[src/rtl/md_pkg.sv]
// Shared definitions for the sequential multiply/divide unit: mode codes,
// FSM state encoding, default geometry and small mode-decoding helpers.
package md_pkg;

   localparam int MD_DEF_WIDTH   = 32;
   localparam int MD_DEF_MUL_LAT = 5;

   typedef enum logic [2:0] {
      MD_MULT  = 3'd0,
      MD_MULTU = 3'd1,
      MD_DIV   = 3'd2,
      MD_DIVU  = 3'd3,
      MD_MADD  = 3'd4,
      MD_MADDU = 3'd5,
      MD_MSUB  = 3'd6,
      MD_MSUBU = 3'd7
   } md_mode_e;

   typedef enum logic [1:0] {
      ST_IDLE = 2'd0,
      ST_MUL  = 2'd1,
      ST_DIV  = 2'd2
   } md_state_e;

   function automatic logic md_is_div(input logic [2:0] m);
      return (m == MD_DIV) || (m == MD_DIVU);
   endfunction

   // Even codes are the signed flavours of every operation pair.
   function automatic logic md_is_signed(input logic [2:0] m);
      return ~m[0];
   endfunction

endpackage

[src/rtl/md_div_iter.sv]
// Radix-2 restoring divider: loads on start_i, WIDTH iterations, done_o high
// the following cycle with sign-corrected quotient/remainder; kill_i aborts.
module md_div_iter
#(
   parameter int WIDTH = 32
)
(
   input  logic             clk,
   input  logic             clr,
   input  logic             start_i,
   input  logic             kill_i,
   input  logic             sgn_i,
   input  logic [WIDTH-1:0] a_i,
   input  logic [WIDTH-1:0] b_i,
   output logic             done_o,
   output logic [WIDTH-1:0] q_o,
   output logic [WIDTH-1:0] r_o
);

   localparam int CW = $clog2(WIDTH + 1);

   logic             act_q, act_d;
   logic [CW-1:0]    cnt_q, cnt_d;
   logic [WIDTH-1:0] rem_q, rem_d;
   logic [WIDTH-1:0] quo_q, quo_d;
   logic [WIDTH-1:0] dvs_q, dvs_d;
   logic             negq_q, negq_d;
   logic             negr_q, negr_d;

   logic             a_neg, b_neg;
   logic [WIDTH:0]   shifted;
   logic             fits;

   always_comb begin
      a_neg   = sgn_i & a_i[WIDTH-1];
      b_neg   = sgn_i & b_i[WIDTH-1];
      shifted = {rem_q, quo_q[WIDTH-1]};
      fits    = (shifted >= {1'b0, dvs_q});

      act_d  = act_q;
      cnt_d  = cnt_q;
      rem_d  = rem_q;
      quo_d  = quo_q;
      dvs_d  = dvs_q;
      negq_d = negq_q;
      negr_d = negr_q;

      if (kill_i) begin
         act_d = 1'b0;
      end else if (start_i) begin
         // Magnitudes are iterated; the most negative value maps onto 2^(W-1).
         act_d  = 1'b1;
         cnt_d  = CW'(WIDTH);
         rem_d  = '0;
         quo_d  = a_neg ? -a_i : a_i;
         dvs_d  = b_neg ? -b_i : b_i;
         negq_d = a_neg ^ b_neg;
         negr_d = a_neg;
      end else if (act_q) begin
         if (cnt_q != '0) begin
            cnt_d = cnt_q - CW'(1);
            if (fits) begin
               rem_d = shifted[WIDTH-1:0] - dvs_q;
               quo_d = {quo_q[WIDTH-2:0], 1'b1};
            end else begin
               rem_d = shifted[WIDTH-1:0];
               quo_d = {quo_q[WIDTH-2:0], 1'b0};
            end
         end else begin
            act_d = 1'b0;
         end
      end
   end

   always_ff @(posedge clk or posedge clr) begin
      if (clr) begin
         act_q  <= 1'b0;
         cnt_q  <= '0;
         rem_q  <= '0;
         quo_q  <= '0;
         dvs_q  <= '0;
         negq_q <= 1'b0;
         negr_q <= 1'b0;
      end else begin
         act_q  <= act_d;
         cnt_q  <= cnt_d;
         rem_q  <= rem_d;
         quo_q  <= quo_d;
         dvs_q  <= dvs_d;
         negq_q <= negq_d;
         negr_q <= negr_d;
      end
   end

   assign done_o = act_q && (cnt_q == '0);
   assign q_o    = negq_q ? -quo_q : quo_q;
   assign r_o    = negr_q ? -rem_q : rem_q;

endmodule

[src/rtl/muldiv_seq.sv]
// HI/LO multiply/divide unit: MUL commits MUL_LAT cycles after start, DIV after
// WIDTH+1; shadow copy for rollback. MADD/MSUB codes only with MULDIV_MADD_EN.
module muldiv_seq
   import md_pkg::*;
#(
   parameter int WIDTH   = MD_DEF_WIDTH,
   parameter int MUL_LAT = MD_DEF_MUL_LAT
)
(
   input  logic             clk,
   input  logic             clr,
   input  logic             start,
   input  logic [2:0]       mode,
   input  logic [WIDTH-1:0] a,
   input  logic [WIDTH-1:0] b,
   input  logic             we,
   input  logic             wsel,
   input  logic             stop,
   input  logic             ret,
   output logic             busy,
   output logic             done,
   output logic [WIDTH-1:0] hi,
   output logic [WIDTH-1:0] lo
);

   localparam int W2 = 2 * WIDTH;

`ifdef MULDIV_MADD_EN
   localparam bit MADD_EN = 1'b1;
`else
   localparam bit MADD_EN = 1'b0;
`endif

   md_state_e        state_q, state_d;
   logic [4:0]       cnt_q, cnt_d;
   logic [WIDTH-1:0] opa_q, opa_d;
   logic [WIDTH-1:0] opb_q, opb_d;
   logic [2:0]       mode_q, mode_d;
   logic [W2-1:0]    acc_q, acc_d;
   logic [WIDTH-1:0] hi_q, hi_d, lo_q, lo_d;
   logic [WIDTH-1:0] shi_q, shi_d, slo_q, slo_d;
   logic             done_q, done_d;

   logic             mode_ok, accept, mul_commit, div_commit;
   logic             div_start, div_kill, div_done;
   logic [WIDTH-1:0] div_q, div_r;
   logic [W2-1:0]    opa_x, opb_x, prod, mul_res;

   assign mode_ok    = MADD_EN || !mode[2];
   assign accept     = start && mode_ok && (state_q == ST_IDLE) && !stop && !ret;
   assign div_start  = accept && md_is_div(mode);
   assign div_kill   = stop || ret;
   assign mul_commit = (state_q == ST_MUL) && (cnt_q == '0);
   assign div_commit = (state_q == ST_DIV) && div_done;

   md_div_iter #(.WIDTH(WIDTH)) u_div (
      .clk     (clk),
      .clr     (clr),
      .start_i (div_start),
      .kill_i  (div_kill),
      .sgn_i   (md_is_signed(mode)),
      .a_i     (a),
      .b_i     (b),
      .done_o  (div_done),
      .q_o     (div_q),
      .r_o     (div_r)
   );

   // Product is evaluated from the latched operands; it only needs to settle by the commit edge.
   always_comb begin
      opa_x   = {{WIDTH{md_is_signed(mode_q) & opa_q[WIDTH-1]}}, opa_q};
      opb_x   = {{WIDTH{md_is_signed(mode_q) & opb_q[WIDTH-1]}}, opb_q};
      prod    = opa_x * opb_x;
      mul_res = prod;
      if (MADD_EN && mode_q[2]) begin
         mul_res = mode_q[1] ? (acc_q - prod) : (acc_q + prod);
      end
   end

   always_comb begin
      state_d = state_q;
      cnt_d   = cnt_q;
      opa_d   = opa_q;
      opb_d   = opb_q;
      mode_d  = mode_q;
      acc_d   = acc_q;
      hi_d    = hi_q;
      lo_d    = lo_q;
      shi_d   = shi_q;
      slo_d   = slo_q;
      done_d  = 1'b0;

      if (ret) begin
         hi_d    = shi_q;
         lo_d    = slo_q;
         state_d = ST_IDLE;
         cnt_d   = '0;
      end else if (stop) begin
         state_d = ST_IDLE;
         cnt_d   = '0;
      end else if (mul_commit || div_commit) begin
         shi_d   = hi_q;
         slo_d   = lo_q;
         done_d  = 1'b1;
         state_d = ST_IDLE;
         cnt_d   = '0;
         if (mul_commit) begin
            {hi_d, lo_d} = mul_res;
         end else if (opb_q != '0) begin
            hi_d = div_r;
            lo_d = div_q;
         end
      end else if (accept) begin
         opa_d   = a;
         opb_d   = b;
         mode_d  = mode;
         acc_d   = {hi_q, lo_q};
         state_d = md_is_div(mode) ? ST_DIV : ST_MUL;
         cnt_d   = 5'(MUL_LAT - 1);
      end else if (we && (state_q == ST_IDLE)) begin
         shi_d = hi_q;
         slo_d = lo_q;
         if (wsel) hi_d = a;
         else      lo_d = a;
      end else if (state_q == ST_MUL) begin
         cnt_d = cnt_q - 5'd1;
      end
   end

   always_ff @(posedge clk or posedge clr) begin
      if (clr) begin
         state_q <= ST_IDLE;
         cnt_q   <= '0;
         opa_q   <= '0;
         opb_q   <= '0;
         mode_q  <= '0;
         acc_q   <= '0;
         hi_q    <= '0;
         lo_q    <= '0;
         shi_q   <= '0;
         slo_q   <= '0;
         done_q  <= 1'b0;
      end else begin
         state_q <= state_d;
         cnt_q   <= cnt_d;
         opa_q   <= opa_d;
         opb_q   <= opb_d;
         mode_q  <= mode_d;
         acc_q   <= acc_d;
         hi_q    <= hi_d;
         lo_q    <= lo_d;
         shi_q   <= shi_d;
         slo_q   <= slo_d;
         done_q  <= done_d;
      end
   end

   assign busy = (state_q != ST_IDLE);
   assign done = done_q;
   assign hi   = hi_q;
   assign lo   = lo_q;

endmodule

[config.mk]
export PLATFORM = sky130hd
export DESIGN_NAME = muldiv_seq
export DESIGN_NICKNAME = d
export VERILOG_FILES = /design/src/rtl/md_pkg.sv /design/src/rtl/md_div_iter.sv /design/src/rtl/muldiv_seq.sv
export SDC_FILE = /design/constraint.sdc
export NUM_CORES = 2
export LEC_CHECK = 0
export ABC_AREA = 1
export CORE_AREA = 2 2 337 339
export DETAILED_ROUTE_END_ITERATION = 8
export DIE_AREA = 0 0 339 341
export GPL_TIMING_DRIVEN = 0
export PLACE_DENSITY = 0.72
export SLEW_MARGIN = 20
export SYNTH_ARGS = -nofsm -noshare
export SYNTH_HDL_FRONTEND = slang
export SYNTH_SLANG_ARGS = --single-unit
[constraint.sdc]
create_clock -name clk -period 10.6 [get_ports clk]
set_input_delay 2.12 -clock clk [delete_from_list [all_inputs] [get_ports clk]]
set_output_delay 2.12 -clock clk [all_outputs]
set_load 0.02 [all_outputs]
==> reports/summary.txt <==
PLACED DESIGN
--------------------------------------------------------------------------------------------------
Count of input and output buffers ...................................................          139
Half-perimeter wire length after placement ..........................................    196600 um
Final weighted congestion of routability-driven global placement ....................        1.074

GRT
--------------------------------------------------------------------------------------------------
Sum of overflow across all layers after global routing ..............................            0
First-pass GRT wire length ..........................................................    345000 um
Initial antenna violation count .....................................................           10
Via count of the first global-routing pass ..........................................        54359
Pin count of the biggest net entering global routing ................................           92
All-Layer GR Usage ..................................................................       0.4066

YOSYS
--------------------------------------------------------------------------------------------------
Per-instance average area after synthesis ...........................................  7.655 sq um
Post-synth top area share ...........................................................       0.3824
Nets in the synthesized netlist .....................................................         9152
EDFF count, synth ...................................................................            0
Synthesis warning total .............................................................            0
Netlist area before placement .......................................................  58950 sq um
Portion of the post-synthesis area used by sequential elements ......................       0.1299
Most instantiated flip-flop cell in the synthesis netlist ........................... sky130_fd_sc_hd__dfrtp_1
Cells after synthesis ...............................................................         7701
Distinct cell type count of the synthesized netlist .................................           55
Cells taking the most area after synthesis .......................................... sky130_fd_sc_hd__fa_1 (38%), sky130_fd_sc_hd__dfrtp_1 (13%), sky130_fd_sc_hd__nand2_1 (13%)
Async SR Flop Fraction ..............................................................        1.000
Area leader, netlist ................................................................ sky130_fd_sc_hd__fa_1
Post-synthesis register bit count ...................................................          306

CLOCK TREE
--------------------------------------------------------------------------------------------------
Clock tree sinks ....................................................................          306
Clock transition time at the flip-flop clock pins of the worst setup and hold paths .      0.07 ns
# Post-CTS Setup Buffers ............................................................            0
Cts bufs inserted ...................................................................           30
Insertion delay to the later sink of the worst-skew pair ............................      0.65 ns
Clock tree from TritonCTS ...........................................................         done
Post-CTS Hold Buffers ...............................................................            0
Cell chosen for the clock root ...................................................... sky130_fd_sc_hd__clkbuf_16
# H-tree levels .....................................................................            1
Maximum buffer depth of the clock tree ..............................................            3
Cells resized by post-CTS repair ....................................................            0

WORST HOLD PATH
--------------------------------------------------------------------------------------------------
Hold path depth .....................................................................            2
Worst-case hold path end point ...................................................... u_div.dvs_q[12]
Worst hold-check path type ..........................................................      reg2reg
Hold Crit Start ..................................................................... u_div.dvs_q[12]

WORST SETUP PATH
--------------------------------------------------------------------------------------------------
Top cell by count, worst path ....................................................... sky130_fd_sc_hd__nand2_1
Data arrival time of the critical path ..............................................     10.74 ns
Data required time at the worst endpoint ............................................     11.13 ns
Reg2Reg Launch Point ................................................................    opa_q[31]
FF-to-FF path depth .................................................................           34
Setup slack, reg-to-reg .............................................................      0.39 ns
Slowest stage delay, CP .............................................................      0.98 ns
Worst-path maximum fanout ...........................................................           10
Kind of end point of the critical path ..............................................     register
Reg2reg end .........................................................................       hi[23]
Slowest stage cell, crit path ....................................................... sky130_fd_sc_hd__fa_1
Element type at the critical path start .............................................     register
Start-to-end type of the worst setup path ...........................................      reg2reg

DRT
--------------------------------------------------------------------------------------------------
Mean routed wirelength per cell .....................................................     24.55 um
Drt total wl ........................................................................    230800 um
Number of design rule violations left after detail routing ..........................            0
First DRT Iteration DRCs ............................................................         5530
Routed via count divided by cell count ..............................................        5.618
Vias post-DR ........................................................................        52816
Number of detailed-routing iterations run before antenna repair .....................            9
Count of nets left with antenna violations after detail routing .....................            0

FLOORPLAN
--------------------------------------------------------------------------------------------------
Rows ................................................................................          123
Area of the placeable core .......................................................... 111900 sq um
Num ports ...........................................................................          140
Die width ...........................................................................       339 um
Die height ..........................................................................       341 um
Die ar. ............................................................................. 115600 sq um
Starting density of the core ........................................................       0.5269

RUN STATUS
--------------------------------------------------------------------------------------------------
Run status .......................................................................... finished clean

FINISH
--------------------------------------------------------------------------------------------------
Area growth from synthesis to final layout ..........................................       7.630%
Final-stage net count ...............................................................         9327
Share of post-route cells with drive strength above 1 ...............................      0.02671

STA
--------------------------------------------------------------------------------------------------
Final Skew ..........................................................................   0.03247 ns
Unrepaired setup endpoints after global routing .....................................        false
Period Utilization, post-route ......................................................       0.9634
Max-Slew Margin vs Limit ............................................................       0.1383
Final setup fails ...................................................................            0
Number of pins with negative max-slew slack in the final report .....................            0
Final hold violation count ..........................................................            0
Worst Max-Slew Pin Slew .............................................................     1.293 ns
Worst slack on hold paths ...........................................................    0.4883 ns
Clock period minus final worst setup slack ..........................................     10.21 ns
Max Fclk ............................................................................  0.09793 GHz

RUN
--------------------------------------------------------------------------------------------------
Count of max-cap constraint violations ..............................................            0

cells by family after synthesis:
family,synth area share
flops,0.1299
mux,0.01286
buf+inv,0.1474
xor+xnor,0.01099
simple gates,0.2005
fa+ha+maj,0.4357
compound gates,0.06268
how the worst max path moves through the flow:
stage	start	endpoint	cells after the start
global route	opa_q[31]	hi[25]	34
detailed placement	opa_q[31]	hi[23]	34
CTS	opa_q[31]	hi[23]	34
global placement	clr	mode_q[0]	2
finish	opa_q[31]	hi[23]	34
floorplan	clr	cnt_q[0]	1
synthesized netlist by cell type, types with 4 or more instances:
master,count
sky130_fd_sc_hd__nor2_1,468
sky130_fd_sc_hd__xor2_1,52
sky130_fd_sc_hd__nor4_1,19
sky130_fd_sc_hd__a21o_1,11
sky130_fd_sc_hd__nor3_2,9
sky130_fd_sc_hd__nand3b_1,27
sky130_fd_sc_hd__inv_2,12
sky130_fd_sc_hd__buf_6,6
sky130_fd_sc_hd__mux2_2,14
sky130_fd_sc_hd__nand4_1,45
sky130_fd_sc_hd__o221ai_1,29
sky130_fd_sc_hd__ha_1,251
sky130_fd_sc_hd__xnor2_1,22
sky130_fd_sc_hd__clkbuf_1,327
sky130_fd_sc_hd__o21ai_0,332
sky130_fd_sc_hd__fa_1,1126
sky130_fd_sc_hd__o21bai_1,19
sky130_fd_sc_hd__mux2_4,40
sky130_fd_sc_hd__nor2_2,7
sky130_fd_sc_hd__buf_2,34
sky130_fd_sc_hd__and3_1,4
sky130_fd_sc_hd__nand3_1,298
sky130_fd_sc_hd__or2_2,12
sky130_fd_sc_hd__o21ai_1,42
sky130_fd_sc_hd__a21oi_1,200
sky130_fd_sc_hd__o22ai_1,8
sky130_fd_sc_hd__nor3_1,29
sky130_fd_sc_hd__o31ai_1,7
sky130_fd_sc_hd__buf_1,9
sky130_fd_sc_hd__inv_1,1900
sky130_fd_sc_hd__dfrtp_1,306
sky130_fd_sc_hd__o211ai_1,10
sky130_fd_sc_hd__nand2_1,1990
sky130_fd_sc_hd__a31oi_1,8
area by class of cell:
| class | instances | area (sq um) |
|---|---|---|
| antenna | 2 | 5.005 |
| buffer | 378 | 1515 |
| clock buffer | 36 | 813.3 |
| clock inverter | 20 | 287.8 |
| fill | 10741 | 48440 |
| inverter | 1912 | 7184 |
| multi-input combinational | 5105 | 42610 |
| sequential | 306 | 7657 |
| tap | 1500 | 1877 |
| timing repair buffer | 143 | 1501 |
routing by layer:
metal | global-route usage | wire (um) | vias to the layer above
li1 | - | - | 22923
met1 | 0.5064 | 83270 | 26086
met2 | 0.6302 | 101500 | 3091
met3 | 0.1102 | 27720 | 702
met4 | 0.2568 | 18180 | 14
met5 | 0 | 92 | -
cell usage in the layout (no fill, tap or decap), drive strengths merged, types with 29 or more instances in the layout:
| cell type | instances |
|---|---|
| nand2 | 1993 |
| inv | 1917 |
| fa | 1126 |
| nor2 | 477 |
| o21ai | 375 |
| clkbuf | 364 |
| dfrtp | 306 |
| nand3 | 300 |
| ha | 251 |
| a21oi | 202 |
| clkdlybuf4s50 | 139 |
| mux2 | 54 |
| buf | 54 |
| xor2 | 52 |
| nand4 | 46 |
| nor3 | 38 |
| o221ai | 29 |
flip-flops by register name (all words and copies together) (netlist names), 2 cells and up:
name,cells
cnt_q,5
hi,32
lo,32
opa_q,32
opb_q,32
shi_q,32
slo_q,32
state_q,2
u_div.cnt_q,6
u_div.dvs_q,32
u_div.quo_q,32
u_div.rem_q,32
worst max-delay path, delay by kind of cell, from the launching register on:
kind / cells / cell delay, ns
buf+inv: 9 / 2.35
simple gates: 16 / 2.29
fa+ha+maj: 9 / 5.13
flops: 1 / 0.33
through the flow:
stage | TNS (ns) | setup slack, ns | area (sq um) | utilization | std cells
finish | 0 | 0.3882 | 63450 | 0.5671 | 9402
global route | 0 | 0.1595 | 63440 | 0.5670 | 9400
CTS | 0 | 0.5889 | 63440 | 0.5670 | 9400
detailed placement | 0 | 0.6034 | 62340 | 0.5572 | 9344
global placement | -1205.71 | -3.990 | 62220 | 0.5561 | 9340
floorplan | 0 | 0.02066 | 58950 | - | 7701
Power is left out: the tool's default activity adds up to more than one toggle a clock period on the data nets, which glitch-free logic cannot reach.
